### src/rtl/mux_n_pipe.sv
// N-input registered multiplexer with valid/ready handshake and a 2-entry skid buffer.
// Optional select range checking is enabled by defining MUX_N_PIPE_SEL_CHECK_EN.
module mux_n_pipe #(
  parameter int WIDTH = 32,
  parameter int N     = 4,
  parameter int SEL_W = $clog2(N)
) (
  input  logic               CLK,
  input  logic               RST,
  input  logic               in_valid,
  output logic               in_ready,
  input  logic [SEL_W-1:0]   in_sel,
  input  logic [N*WIDTH-1:0] in_args,
  output logic               out_valid,
  input  logic               out_ready,
  output logic [WIDTH-1:0]   out_data,
  output logic [SEL_W-1:0]   out_sel,
  output logic               sel_err
);

  logic             out_valid_q, out_valid_d;
  logic [WIDTH-1:0] out_data_q, out_data_d;
  logic [SEL_W-1:0] out_sel_q, out_sel_d;
  logic             skid_valid_q, skid_valid_d;
  logic [WIDTH-1:0] skid_data_q, skid_data_d;
  logic [SEL_W-1:0] skid_sel_q, skid_sel_d;

  logic             accept;
  logic             drain;
  logic [WIDTH-1:0] pick_data;
  logic [SEL_W-1:0] pick_sel;
  logic             pick_hit;

  // Ready depends only on the skid register, so it never combinationally follows out_ready.
  assign in_ready = !skid_valid_q && !RST;
  assign accept   = in_valid && in_ready;
  assign drain    = out_valid_q && out_ready;

  always_comb begin
    pick_hit  = 1'b0;
`ifdef MUX_N_PIPE_SEL_CHECK_EN
    pick_data = '0;
    pick_sel  = in_sel;
`else
    pick_data = in_args[WIDTH-1:0];
    pick_sel  = '0;
`endif
    for (int k = 0; k < N; k++) begin
      if (in_sel == SEL_W'(k)) begin
        pick_data = in_args[k*WIDTH +: WIDTH];
        pick_sel  = in_sel;
        pick_hit  = 1'b1;
      end
    end
  end

  always_comb begin
    out_valid_d  = out_valid_q;
    out_data_d   = out_data_q;
    out_sel_d    = out_sel_q;
    skid_valid_d = skid_valid_q;
    skid_data_d  = skid_data_q;
    skid_sel_d   = skid_sel_q;
    if (!out_valid_q || drain) begin
      if (skid_valid_q) begin
        out_valid_d  = 1'b1;
        out_data_d   = skid_data_q;
        out_sel_d    = skid_sel_q;
        skid_valid_d = 1'b0;
      end else if (accept) begin
        out_valid_d = 1'b1;
        out_data_d  = pick_data;
        out_sel_d   = pick_sel;
      end else begin
        out_valid_d = 1'b0;
      end
    end else if (accept) begin
      skid_valid_d = 1'b1;
      skid_data_d  = pick_data;
      skid_sel_d   = pick_sel;
    end
  end

  always_ff @(posedge CLK) begin
    if (RST) begin
      out_valid_q  <= 1'b0;
      out_data_q   <= '0;
      out_sel_q    <= '0;
      skid_valid_q <= 1'b0;
    end else begin
      out_valid_q  <= out_valid_d;
      out_data_q   <= out_data_d;
      out_sel_q    <= out_sel_d;
      skid_valid_q <= skid_valid_d;
    end
  end

  // Skid payload is qualified by skid_valid_q, so it needs no reset.
  always_ff @(posedge CLK) begin
    skid_data_q <= skid_data_d;
    skid_sel_q  <= skid_sel_d;
  end

`ifdef MUX_N_PIPE_SEL_CHECK_EN
  logic sel_err_q, sel_err_d;

  assign sel_err_d = sel_err_q || (accept && !pick_hit);

  always_ff @(posedge CLK) begin
    if (RST) sel_err_q <= 1'b0;
    else     sel_err_q <= sel_err_d;
  end

  assign sel_err = sel_err_q;
`else
  logic unused_hit;
  assign unused_hit = pick_hit;
  assign sel_err    = 1'b0;
`endif

  assign out_valid = out_valid_q;
  assign out_data  = out_data_q;
  assign out_sel   = out_sel_q;

endmodule

### config.mk
export PLATFORM = sky130hd
export DESIGN_NAME = mux_n_pipe
export DESIGN_NICKNAME = d
export VERILOG_FILES = /design/src/rtl/mux_n_pipe.sv
export SDC_FILE = /design/constraint.sdc
export NUM_CORES = 1
export LEC_CHECK = 0
export ABC_AREA = 1
export ABC_CLOCK_PERIOD_IN_PS = 6950
export CAP_MARGIN = 15
export CORE_MARGIN = 2
export CORE_UTILIZATION = 40
export CTS_CLUSTER_DIAMETER = 50
export DETAILED_ROUTE_END_ITERATION = 10
export PLACE_DENSITY = 0.82
export SETUP_SLACK_MARGIN = 0.1
export SYNTH_ARGS = -nofsm -noshare
export SYNTH_HDL_FRONTEND = slang
export SYNTH_SLANG_ARGS = --single-unit
### constraint.sdc
create_clock -name CLK -period 6.95 [get_ports CLK]
set_clock_uncertainty 0.1 [all_clocks]
set_input_delay 1.39 -clock CLK [delete_from_list [all_inputs] [get_ports CLK]]
set_output_delay 1.39 -clock CLK [all_outputs]
set_load 0.01 [all_outputs]
==> results.md, run 1 <==
* Placed cell areas at ~0.0055 mm2
* DRC at 0
* Initial antenna violation count at 0
* Final WL at about 12,000 um
* Crit path DAT at around 2.6 ns
* Final HPWL from detailed placement at a little over 8000 um
* Core area at 0.009240 mm2
* Grt peak-use layer: met2
* Syn nets at 683
* Final hold violations at 0
* Multi-input gate area at between 0.0015 and 0.002 mm2
* Postcts setup bufs at 0
* DP Worst Slack at 2.765 ns
* Root Driver: clkbuf_8
* Cts bufs inserted at 9
* Clk sinks at 70
* Vias in the first global route at roughly 4,000
* Synth Instances at 549
* Drt wl/cell at between 10 and 15 um
* P&R area growth vs syn at 50.66%
* Sequential share of the synthesized area at between 40 and 50%
* Flops & latches, synth at 70
* Nets at 830
* HP Class: reg2reg
* Final cycle utilization of the critical path at 58.39%
* Ys Warns at 0
* Mapped Area at approximately 0.0038 mm2
* Tmin final at 4.058 ns
* Slew Limit Fails at 0
* Initial Utilization at around two fifths
* Critical path endpoint category: primary output
* Peak supply drop at between 0.08 and 0.09 mV
* Resized Gates After CTS at 0
* Max Clock Freq at 0.2464 GHz
* Clock Latency Late Sink at roughly 0.33 ns
* Worst-path clk slew at approximately 0.07 ns
* Ys async rst share at 0%
* Hold_buf cts at 0
* Setup crit start kind: input port
* RSZ-0062 raised after global routing: no
* CTS tree: yes
* Slew Limit Headroom at 22.40%
* Pre-antenna DRT Iters at 5
* Number of flops mapped to enable cells by yosys at 34
* Max-capacitance violation count at 0
* GRT overflow at 0
* H-tree levels at 3
* Distinct cell type count after synthesis at 19
* Dominant synthesized flop cell: dfxtp_1
* Fillers at between 800 and 900
* Placed Cells at roughly 800
* Type of the worst setup path: in2out
* Total global-route track usage at between 20% and 30%
* Die area at 0.01029 mm2
* Critical path peak fanout at 5
* ANT cells at 0
* Global Route met2 Usage at 42.38%
* PwrDens at 183.8 mW/mm2
* First DRT Iteration DRCs at between 150 and 200
* Die W at approximately 100 um
* Met1 GRT Util at between 20 and 30%
* Max Root-Sink Buffers at 2
* Worst Max-Slew Pin Slew at 1.163 ns
* Met3 GRT Util at under 10%
* Die H at 101.4 um
* Finished Layout Cells at a little over 800
* Largest net degree at the start of global routing at 40
* Req. time, crit path at roughly 5.5 ns
* GPL Wtd Cong at 0.8454
* Number of port buffers at around 170
* # rows at 35
* Register Area at between 0.0015 and 0.002 mm2
* Final Cell Area at between 0.005 and 0.006 mm2
* Setup TNS at 0 ns
* Reg2Reg Setup Slack at 3.53 ns
* First-pass GRT wire length at between 15,000 and 20,000 um
* I/O pin count at between 150 and 200
* Vias per std cell at 4.933
* Final setup viols at 0
* Status: completed
* Vias at between 4,000 and 5,000
* Static leakage at 2.602 nW
* Syn Area/Cell at between 6 and 7 um2
* Fin worst setup slack at 2.892 ns
* Layout cell share with drive strength beyond 1 at 3.709%
* Post-route ant nets at 0
## synthesized netlist by cell type, drive strengths merged (3+ instances only)
library cell / number / area (um2)
or2: 3 / 18.77
nand2: 200 / 753.2
nand3: 58 / 290.3
edfxtp: 34 / 1021
buf: 23 / 126.4
o21ai: 41 / 205.2
dfxtp: 36 / 720.7
clkbuf: 14 / 52.55
nor2: 7 / 26.28
inv: 67 / 251.5
a21oi: 64 / 320.3
## layer usage
layer / part of all wire [%] / vias up
met1: 42 / 1858
met2: 49 / 177
met5: 0 / -
li1: - / 2046
met4: 1.4 / 0
met3: 7.6 / 13
## power by group
| group | internal [mW] | total, mW | switching (mW) |
|---|---|---|---|
| clock | 0.200 | 0.351 | 0.152 |
| combinational | 0.128 | 0.237 | 0.110 |
| sequential | 0.453 | 0.463 | 0.00931 |
## cells by family after synthesis
kind of cell	share of synthesized area [%]
compound gates	13.84
buf+inv	11.34
other cells	0.09878
simple gates	28.84
flops	45.88
## final timing paths
| path | endpoint | cells after the start | startpoint |
|---|---|---|---|
| hold reg to reg | out_sel[1] | 2 | out_sel[1] |
| hold / removal | out_sel[1] | 2 | out_sel[1] |
| setup reg to reg | out_data[23] | 8 | skid_valid_q |
| setup / recovery | in_ready | 3 | RST |
## cell type report
type / count / area share, %
sequential: 70 / 30.45
timing repair buffer: 173 / 30.10
multi-input combinational: 375 / 28.51
inverter: 67 / 4.397
tap: 129 / 2.822
clock buffer: 9 / 2.166
clock inverter: 7 / 1.553
## cell usage in the layout (no fill, tap or decap), drive strengths merged
master         instances
edfxtp                34
inv                   67
nand2                200
nand3                 58
a21oi                 64
nor2                   7
clkdlybuf4s50        169
buf                    4
conb                   1
clkbuf                 9
clkinv                 4
or2                    3
o21ai                 41
nor4                   1
bufinv                 2
dfxtp                 36
clkinvlp               1
## registers in the layout, indices dropped and copies added, names as in the netlist
name and count:
skid_data_q 32, out_sel 2, out_data 32, out_valid 1, skid_valid_q 1, skid_sel_q 2
## critical path, stage by stage
cell	delay [ns]
clkdlybuf4s50_1	0.50
nor2_1	0.13
clkdlybuf4s50_1	0.54
## through the flow
stage          hold slack (ns)  total power, mW  util [%]
5_1_grt                 0.4222            1.104     61.90
3_3_place_gp            0.3654           0.7028     59.59
3_5_place_dp            0.3837           0.7077     59.59
2_1_floorplan           0.4066           0.5745         -
4_1_cts                 0.3970            1.056     61.90
6_report                0.3959            1.051     61.90
No activity file was read; power rests on OpenSTA's default activity.
==> inputs of run 2 (changes only) <==
- ABC_CLOCK_PERIOD_IN_PS: 6950 -> 4050
- clock period: 6.95 -> 4.05 ns (I/O delays scaled with it)
==> results.md, run 2 (synthesis gave the netlist of run 1 again) <==
* Status: completed
* Initial antenna violation count at 0
* I/O pin count at 171
* First-pass GRT wire length at 19,380 um
* Die H at between 100 and 150 um
* Final cycle utilization of the critical path at 72.62%
* Cts bufs inserted at 9
* Type of the worst setup path: in2reg
* ANT cells at 0
* Setup crit start kind: input port
* Hold Path Sink: out_sel[1]
* Reg2Reg Setup Slack at about 1.3 ns
* Core area at between 0.009 and 0.01 mm2
* Critical R2R Launch: skid_valid_q
* R2r endpoint: out_data[2]
* Tmin final at 2.941 ns
* Pre-antenna DRT Iters at 5
* Vias at 4,194
* Peak supply drop at approximately 0.15 mV
* CP delay by family, top: buffers and inverters
* Most frequent cells in the layout: 199 x nand2_1, 169 x clkdlybuf4s50_1, 64 x inv_1, 64 x a21oi_1, 58 x nand3_1
* Crit path DAT at ~2.9 ns
* Multi-input gate area at ~0.0016 mm2
* Final HPWL from detailed placement at 8635 um
* RSZ-0062 raised after global routing: no
* Critical path peak fanout at 29
* Slew Limit Fails at 0
* Post-route ant nets at 0
* DRC at 0
* Worst-path clk slew at roughly 0.07 ns
* Static leakage at between 2 and 3 nW
* Clock Latency Late Sink at 0.34 ns
* HP Class: reg2reg
* Drt wl/cell at ~15 um
* WP buf/inv at 3
* CTS tree: yes
* Hold_buf cts at 0
* Register-to-Register Path Depth at 7
* Die area at ~0.010 mm2
* Layout cell share with drive strength beyond 1 at ~4.5%
* Number of port buffers at between 150 and 200
* GRT overflow at 0
* Root Driver: clkbuf_8
* Crit path largest cell delay at roughly 0.74 ns
* Resized Gates After CTS at 0
* P&R area growth vs syn at 51.91%
* # rows at 35
* Util after Layout at roughly 62%
* H-tree levels at 3
* Fillers at about 800
* Max Root-Sink Buffers at 2
* Critical path, cell by cell: clkdlybuf4s50_1 -> inv_2 -> nand2_2 -> inv_2 -> nand2_1 -> nand3_1 -> nand2_1
* Commonest non-fill, non-tap cell in the layout: nand2_1
* First DRT Iteration DRCs at roughly 200
* Clk sinks at 70
* Initial Utilization at between 40 and 50%
* Die W at approximately 100 um
* Setup TNS at 0 ns
* Final hold violations at 0
* Final setup viols at 0
* Nets at roughly 840
* Register Area at 0.001742 mm2
* Worst Max-Slew Pin Slew at ~1 ns
* Worst hold path cell count at 2
* Hold path startpoint: out_sel[1]
* Max Clock Freq at 0.3400 GHz
* Final WL at roughly 12,000 um
* Max stage delay cell, worst path: clkdlybuf4s50_1
* Largest net degree at the start of global routing at 36
* PwrDens at 315.6 mW/mm2
* Vias in the first global route at just over 4,000
* Critical path endpoint category: flip-flop
* Total global-route track usage at 24.15%
* Postcts setup bufs at 0
* Slew Limit Headroom at between 30% and 40%
* GPL Wtd Cong at between 0.8 and 0.9
* Max-capacitance violation count at 0
* Req. time, crit path at ~4.0 ns
* Vias per std cell at around 5
## run 2: cell types whose count changed in the layout (fill, tap and decap cells not counted), sizes merged
cell / before / now
buf: 4 / 9
clkbuf: 9 / 10
clkinv: 4 / 3
## run 2: how the worst max path moves through the flow
| stage | start | endpoint | slack [ns] | depth (start not counted) |
|---|---|---|---|---|
| global placement | in_sel[1] | skid_data_q[19] | 0.87 | 7 |
| global route | in_sel[1] | skid_data_q[17] | 0.92 | 7 |
| finish | in_sel[1] | skid_data_q[12] | 1.11 | 7 |
| CTS | RST | in_ready | 1.13 | 3 |
| detailed placement | in_sel[1] | skid_data_q[12] | 0.77 | 7 |
| floorplan | out_ready | skid_data_q[0] | 0.69 | 3 |
## run 2: where the power goes
| part | switching (mW) | total [mW] | leakage (nW) | internal [mW] |
|---|---|---|---|---|
| Combinational | 0.190 | 0.411 | 1.92 | 0.221 |
| Clock | 0.268 | 0.614 | 0.106 | 0.346 |
| Sequential | 0.0168 | 0.795 | 0.604 | 0.778 |
| Total | 0.475 | 1.82 | 2.63 | 1.34 |
## run 2: metrics by stage
stage	setup slack, ns	hold slack, ns	cells	total power [mW]	instance area [um2]
6_report	1.109	0.4066	835	1.820	5767
5_1_grt	0.9157	0.4328	835	1.902	5767
4_1_cts	1.128	0.4024	835	1.830	5767
3_5_place_dp	0.7669	0.3874	819	1.219	5553
3_3_place_gp	0.8702	0.3629	819	1.212	5553
2_1_floorplan	0.6913	0.4066	549	0.9860	3802
## run 2: layout make-up
class	instances	share of cell area, %
clock buffers	10	2.213
flip-flops and latches	70	30.20
multi-input cells	375	28.42
repair buffers	178	30.51
inverters	67	4.361
clock inverters	6	1.497
well taps	129	2.799
## run 2: worst min-delay path: stages (launching register included)
cell	delay, ns
dfxtp_1	0.34
nor2_1	0.05
nor2_1	0.09
## run 2: per-layer routing
metal / part of all wire (%) / up-vias / GRT usage, % / wire, um
met5: 0 / - / 0 / 0
met4: 1.9 / 0 / 9.148 / 238
met3: 8.5 / 20 / 5.038 / 1059
met2: 47 / 231 / 41.06 / 5884
met1: 42 / 1882 / 30.21 / 5215
li1: - / 2061 / - / -
==> edit 1 (settings of run 2) <==
Change the parameter `WIDTH` from 32 to 16.
--- a/src/rtl/mux_n_pipe.sv
+++ b/src/rtl/mux_n_pipe.sv
@@ -3,3 +3,3 @@
 module mux_n_pipe #(
-  parameter int WIDTH = 32,
+  parameter int WIDTH = 16,
   parameter int N     = 4,
Interface: changed (resized in_args and out_data); port bits go from 171 to 91. The function was not compared with the original's and may differ.
==> edit 1 against run 2 <==
- wire length is 53% lower
- global-route usage is 5.7 points lower
- synthesized area down 40%
- count of clock-buffer cells in the layout is 3 lower
- setup slack better by 0.048 ns
- cell area down 43%
- non-clock buffer count down 87
- total power decreased by 49%
- via count is 50% lower
- sequential cell count fell by 32
- critical endpoint is now in_ready
- highest routed layer unchanged
==> edit 1: results (changes against run 2) <==
* DR pass1 iterations at 4 (-1)
* Arr. time, crit path at 1.98 ns (-0.95 ns)
* Lkg Pwr at 1.445 nW (-45%)
* Vias in the first global route at 1957 (-52%)
* Final Net Count at 443 (-47%)
* TritonCTS Buffers at 5 (-4)
* GP Congestion at 0.8723 (-2.5%)
* Met1 wire length at 2500 um (-52%)
* DR iter-0 viols at 91 (-55%)
* Port Buffers at 89 (-47%)
* Crit path from: RST
* Max H-tree Level at 2 (-1)
* Setup crit end: in_ready
* Fraction of layout cells with a size suffix above 1 at 0.1872 (+0.1418)
* Clock latency on the worst-skew pair at 0.28 ns (-0.06 ns)
* Fraction of registers with async set/reset at 0 (unchanged)
* Routed wl met2 at 2869 um (-51%)
* DRT antenna net count at 0 (unchanged)
* Initial antenna violation count at 0 (unchanged)
* Reg2reg path depth at 6 (-1)
* Largest net degree at the start of global routing at 24 (-33%)
* Max rail drop VDD at 0.1318 mV (-9.3%)
* WS Path Type: in2out
* Yosys cell types at 25 (+6)
* Synth Net Count at 361 (-47%)
* Drt drc at 0 (unchanged)
* Vias post-DR at 2106 (-50%)
* N_diodes at 0 (unchanged)
* R2R Setup Slk at 1.91 ns (+0.66 ns)
* DP HPWL at 4391 um (-49%)
* Syn Inst Count at 291 (-47%)
* CP max FO at 5 (-83%)
* Max Root-Sink Buffers at 2 (unchanged)
* Crit Reg-Reg Endpoint: out_data[15]$_SDFFE_PP0P_
* EDFF count, synth at 18 (-47%)
* Tot GR Track Use at 0.1849 (-0.05665)
* Register area share after synthesis at 0.4116 (-0.04720)
* DRT Wirelength at 5793 um (-53%)
* Worst Hold Class: reg2reg
* Most frequent cells after synthesis: nand2_1, inv_1, a21oi_1
* Fillers at 481 (-41%)
* Final worst slack at 1.157 ns (+0.04796 ns)
* Routed wl met3 at 302 um (-71%)
* Global-route wire length before repair at 9135 um (-53%)
* Worst Max-Slew Pin Slew at 0.8731 ns (-0.1274 ns)
* Status: finished, final reports clean
* Largest cells by area after synthesis: edfxtp_1, dfxtp_1, nand2_1, nand3_2, inv_1
* Clock root buffer: clkbuf_8
* DR vias/cell at 4.722 (-6.0%)
* Post_cts resized at 0 (unchanged)
==> edit 1: changes by cell type after synthesis, sizes merged, moves of 16 or more <==
cell	delta
nand2	-97
a21oi	-32
inv	-29
nand3	-27
o21ai	-18
dfxtp	-16
edfxtp	-16
==> edit 1: where the power goes <==
part | total, mW | leakage (nW) | internal (mW) | switching (mW)
clock | 0.261 | 0.0482 | 0.137 | 0.124
combinational | 0.238 | 1.07 | 0.125 | 0.113
sequential | 0.430 | 0.327 | 0.421 | 0.00833
==> edit 1: critical path, stage by stage <==
cell and delay [ns]:
clkdlybuf4s50_1 0.50, nor2_1 0.12, clkdlybuf4s50_1 0.55
==> edit 1: final cells by class <==
| type | count | area [um2] | area share |
|---|---|---|---|
| sequential | 38 | 940.9 | 0.2886 |
| clock buffer | 7 | 86.33 | 0.02648 |
| multi-input combinational | 198 | 1076 | 0.3300 |
| clock inverter | 1 | 5.005 | 0.001535 |
| tap | 72 | 90.09 | 0.02763 |
| timing repair buffer | 91 | 905.9 | 0.2778 |
| inverter | 39 | 156.4 | 0.04797 |
==> edit 1: metal layers <==
metal  vias to the layer above  track usage
li1                       1093            -
met1                       933       0.2411
met2                        70       0.3059
met3                        10      0.02262
met4                         0      0.08276
met5                         -            0
==> edit 1: cell families (layout without fill, tap and decap cells) <==
group,Yosys count,after routing,synth area share
and+or+nand+nor,142,142,0.3279
AOI/OAI and AO/OA,55,55,0.1385
buffers and inverters,55,138,0.1204
DFF,38,38,0.4116
other,1,1,0.001640
==> edit 1: stage by stage <==
step           hold slack, ns  instance area, um2
2_1_floorplan          0.4066                2286
3_3_place_gp           0.3729                3169
3_5_place_dp           0.3815                3169
4_1_cts                0.3991                3261
5_1_grt                0.4340                3261
6_report               0.3927                3261
==> edit 1: worst min path at each step <==
| stage | from | endpoint | slack, ns | depth (start not counted) |
|---|---|---|---|---|
| 2_1_floorplan | skid_data_q[0]$_DFFE_PP_ | out_data[0]$_SDFFE_PP0P_ | 0.41 | 2 |
| 3_3_place_gp | out_sel[0]$_SDFFE_PP0P_ | out_sel[0]$_SDFFE_PP0P_ | 0.37 | 2 |
| 3_5_place_dp | out_sel[0]$_SDFFE_PP0P_ | out_sel[0]$_SDFFE_PP0P_ | 0.38 | 2 |
| 4_1_cts | out_sel[0]$_SDFFE_PP0P_ | out_sel[0]$_SDFFE_PP0P_ | 0.40 | 2 |
| 5_1_grt | out_sel[0]$_SDFFE_PP0P_ | out_sel[0]$_SDFFE_PP0P_ | 0.43 | 2 |
| 6_report | out_sel[0]$_SDFFE_PP0P_ | out_sel[0]$_SDFFE_PP0P_ | 0.39 | 2 |
==> edit 2 (flow settings as in run 2) <==
Without the edit above. Take the reset off `out_data_q` and load it in a clocked block of its own.
--- a/src/rtl/mux_n_pipe.sv
+++ b/src/rtl/mux_n_pipe.sv
@@ -86,3 +86,2 @@
       out_valid_q  <= 1'b0;
-      out_data_q   <= '0;
       out_sel_q    <= '0;
@@ -91,3 +90,2 @@
       out_valid_q  <= out_valid_d;
-      out_data_q   <= out_data_d;
       out_sel_q    <= out_sel_d;
@@ -95,2 +93,6 @@
     end
+  end
+
+  always_ff @(posedge CLK) begin
+    out_data_q <= out_data_d;
   end
Check against the original RTL: differs if RST is asserted again (counterexample within 4 cycles, from zero or initial values and one cycle with RST high); with RST held inactive, the same outputs for 10 cycles.
==> edit 2 against run 2 <==
- wire length fell by 9.3%
- sequential share of layout area increased by 4.1 points
- count of clock-buffer cells in the layout stayed put
- via count down 9.7%
- total power is 1.6% higher
- synthesized cell count shrank 6.7%
- sequential cell count is the same
- cell area rose by 4.1%
- global-route usage decreased by 4.0 points
- critical path depth fell by 4
- setup slack improved by 0.10 ns
- synthesized area increased by 8.4%
- critical endpoint is now in_ready
- largest cell class is now flip-flops and latches
==> edit 2: results (changes against run 2) <==
* DR iter-0 viols at 214 (+5.4%)
* CP max FO at 3 (-90%)
* Crit Reg-Reg Endpoint: out_data[20]$_DFFE_PP_
* Worst Hold Path EP: out_sel[0]$_SDFFE_PP0P_
* Compound-gate portion of the synthesized area at 0.008511 (-0.1299)
* Hold path start: out_sel[0]$_SDFFE_PP0P_
* Worst Max-Slew Pin Slew at 1.004 ns (+0.003698 ns)
* Switch Pwr at 452.0 uW (-4.8%)
* Met2 Use GR at 0.3710 (-0.03963)
* Tot GR Track Use at 0.2011 (-0.04043)
* R2R Setup Slk at 1.82 ns (+0.57 ns)
* EDFF count, synth at 66 (+94%)
* Yosys cell types at 21 (+2)
* TritonCTS Buffers at 9 (unchanged)
* Placed Area at 5802 um2 (+4.5%)
* Final Hold Slack at 0.3950 ns (-0.01159 ns)
* Status: finished, final reports clean
* Lkg Pwr at 2.708 nW (+3.1%)
* Vias post-DR at 3789 (-9.7%)
* Reg2reg path depth at 5 (-2)
* GP Congestion at 0.8565 (-4.3%)
* Post_cts resized at 0 (unchanged)
* Largest cells by area after synthesis: edfxtp_1, nand2_1, inv_1, nand3_1, nand3_2
* Final Net Count at 801 (-4.1%)
* N_diodes at 0 (unchanged)
* Synth Net Count at 646 (-5.4%)
* DP HPWL at 8162 um (-5.5%)
* DRT Wirelength at 11240 um (-9.3%)
* Met3 Use GR at 0.02412 (-0.02626)
* Met1 GRT Util at 0.2368 (-0.06531)
* Max rail drop VDD at 0.1867 mV (+29%)
* Register area share after synthesis at 0.5009 (+0.04211)
* Fraction of layout cells with a size suffix above 1 at 0.1131 (+0.06777)
* Largest net degree at the start of global routing at 40 (+11%)
* DR WL/cell at 13.91 um (-6.3%)
* Placed insts at 792 (-3.3%)
* Post-Syn Area per Cell at 8.040 um2 (+16%)
* Cell family with most CP delay: buffers and inverters
* Vias in the first global route at 3885 (-4.4%)
* CP peak stage delay at 0.55 ns (-0.19 ns)
* Global-route wire length before repair at 18060 um (-6.8%)
* Most frequent cells after synthesis: nand2_1, edfxtp_1, inv_1, nand3_1, nand2_2
## edit 2: cell types whose count changed after synthesis, sizes merged, moves of 2 or more
cell / before / now
a21oi: 64 / 3
buf: 23 / 19
clkbuf: 14 / 9
dfxtp: 36 / 4
edfxtp: 34 / 66
nand2: 200 / 264
nand3: 58 / 60
nor2: 7 / 11
o21ai: 41 / 4
## edit 2: how the worst max path moves through the flow
stage | from | endpoint | slack, ns | cells past startpoint
3_5_place_dp | in_sel[0] | out_data[21]$_DFFE_PP_ | 1.02 | 8
6_report | RST | in_ready | 1.21 | 3
2_1_floorplan | RST | out_data[0]$_DFFE_PP_ | 0.67 | 3
5_1_grt | RST | in_ready | 1.17 | 3
3_3_place_gp | in_sel[0] | out_data[4]$_DFFE_PP_ | 1.11 | 8
4_1_cts | RST | in_ready | 1.20 | 3
## edit 2: per-layer routing
metal	part of all wire	up-vias
met4	0.016	0
li1	-	1888
met1	0.41	1719
met5	0	-
met2	0.51	169
met3	0.062	13
## edit 2: metrics by stage
step           total power, mW  worst slack (ns)    util
6_report                 1.849             1.210  0.5924
4_1_cts                  1.857             1.197  0.5924
3_5_place_dp             1.276             1.020  0.5723
5_1_grt                  1.927             1.171  0.5924
3_3_place_gp             1.266             1.106  0.5723
2_1_floorplan            1.064            0.6706       -
## edit 2: area by class of cell
| class | count | area [um2] |
|---|---|---|
| fillers | 880 | 4133 |
| flip-flops and latches | 70 | 2062 |
| repair buffers | 173 | 1722 |
| multi-input cells | 345 | 1593 |
| inverters | 68 | 255.2 |
| well taps | 136 | 170.2 |
| clock buffers | 10 | 127.6 |
| clock inverters | 6 | 76.32 |
## edit 2: cells by family after synthesis
kind of cell	Yosys count
other cells	1
buf+inv	97
flops	70
simple gates	337
compound gates	7
## edit 2: power by group through the flow
| stage | Sequential (mW) | Combinational (mW) | Clock [mW] |
|---|---|---|---|
| after floorplan | 0.880 | 0.185 | 0 |
| after global placement | 0.866 | 0.400 | 0 |
| after detailed placement | 0.868 | 0.409 | 0 |
| after CTS | 0.852 | 0.412 | 0.594 |
| after global routing | 0.854 | 0.450 | 0.623 |
| final | 0.851 | 0.411 | 0.588 |
## edit 2: worst register-to-register path: stages, from the launching register on
cell     delay [ns]
dfxtp_1        0.30
buf_4          0.25
nor2_1         0.18
nand2_1        0.16
a21oi_4        0.51
buf_4          0.40
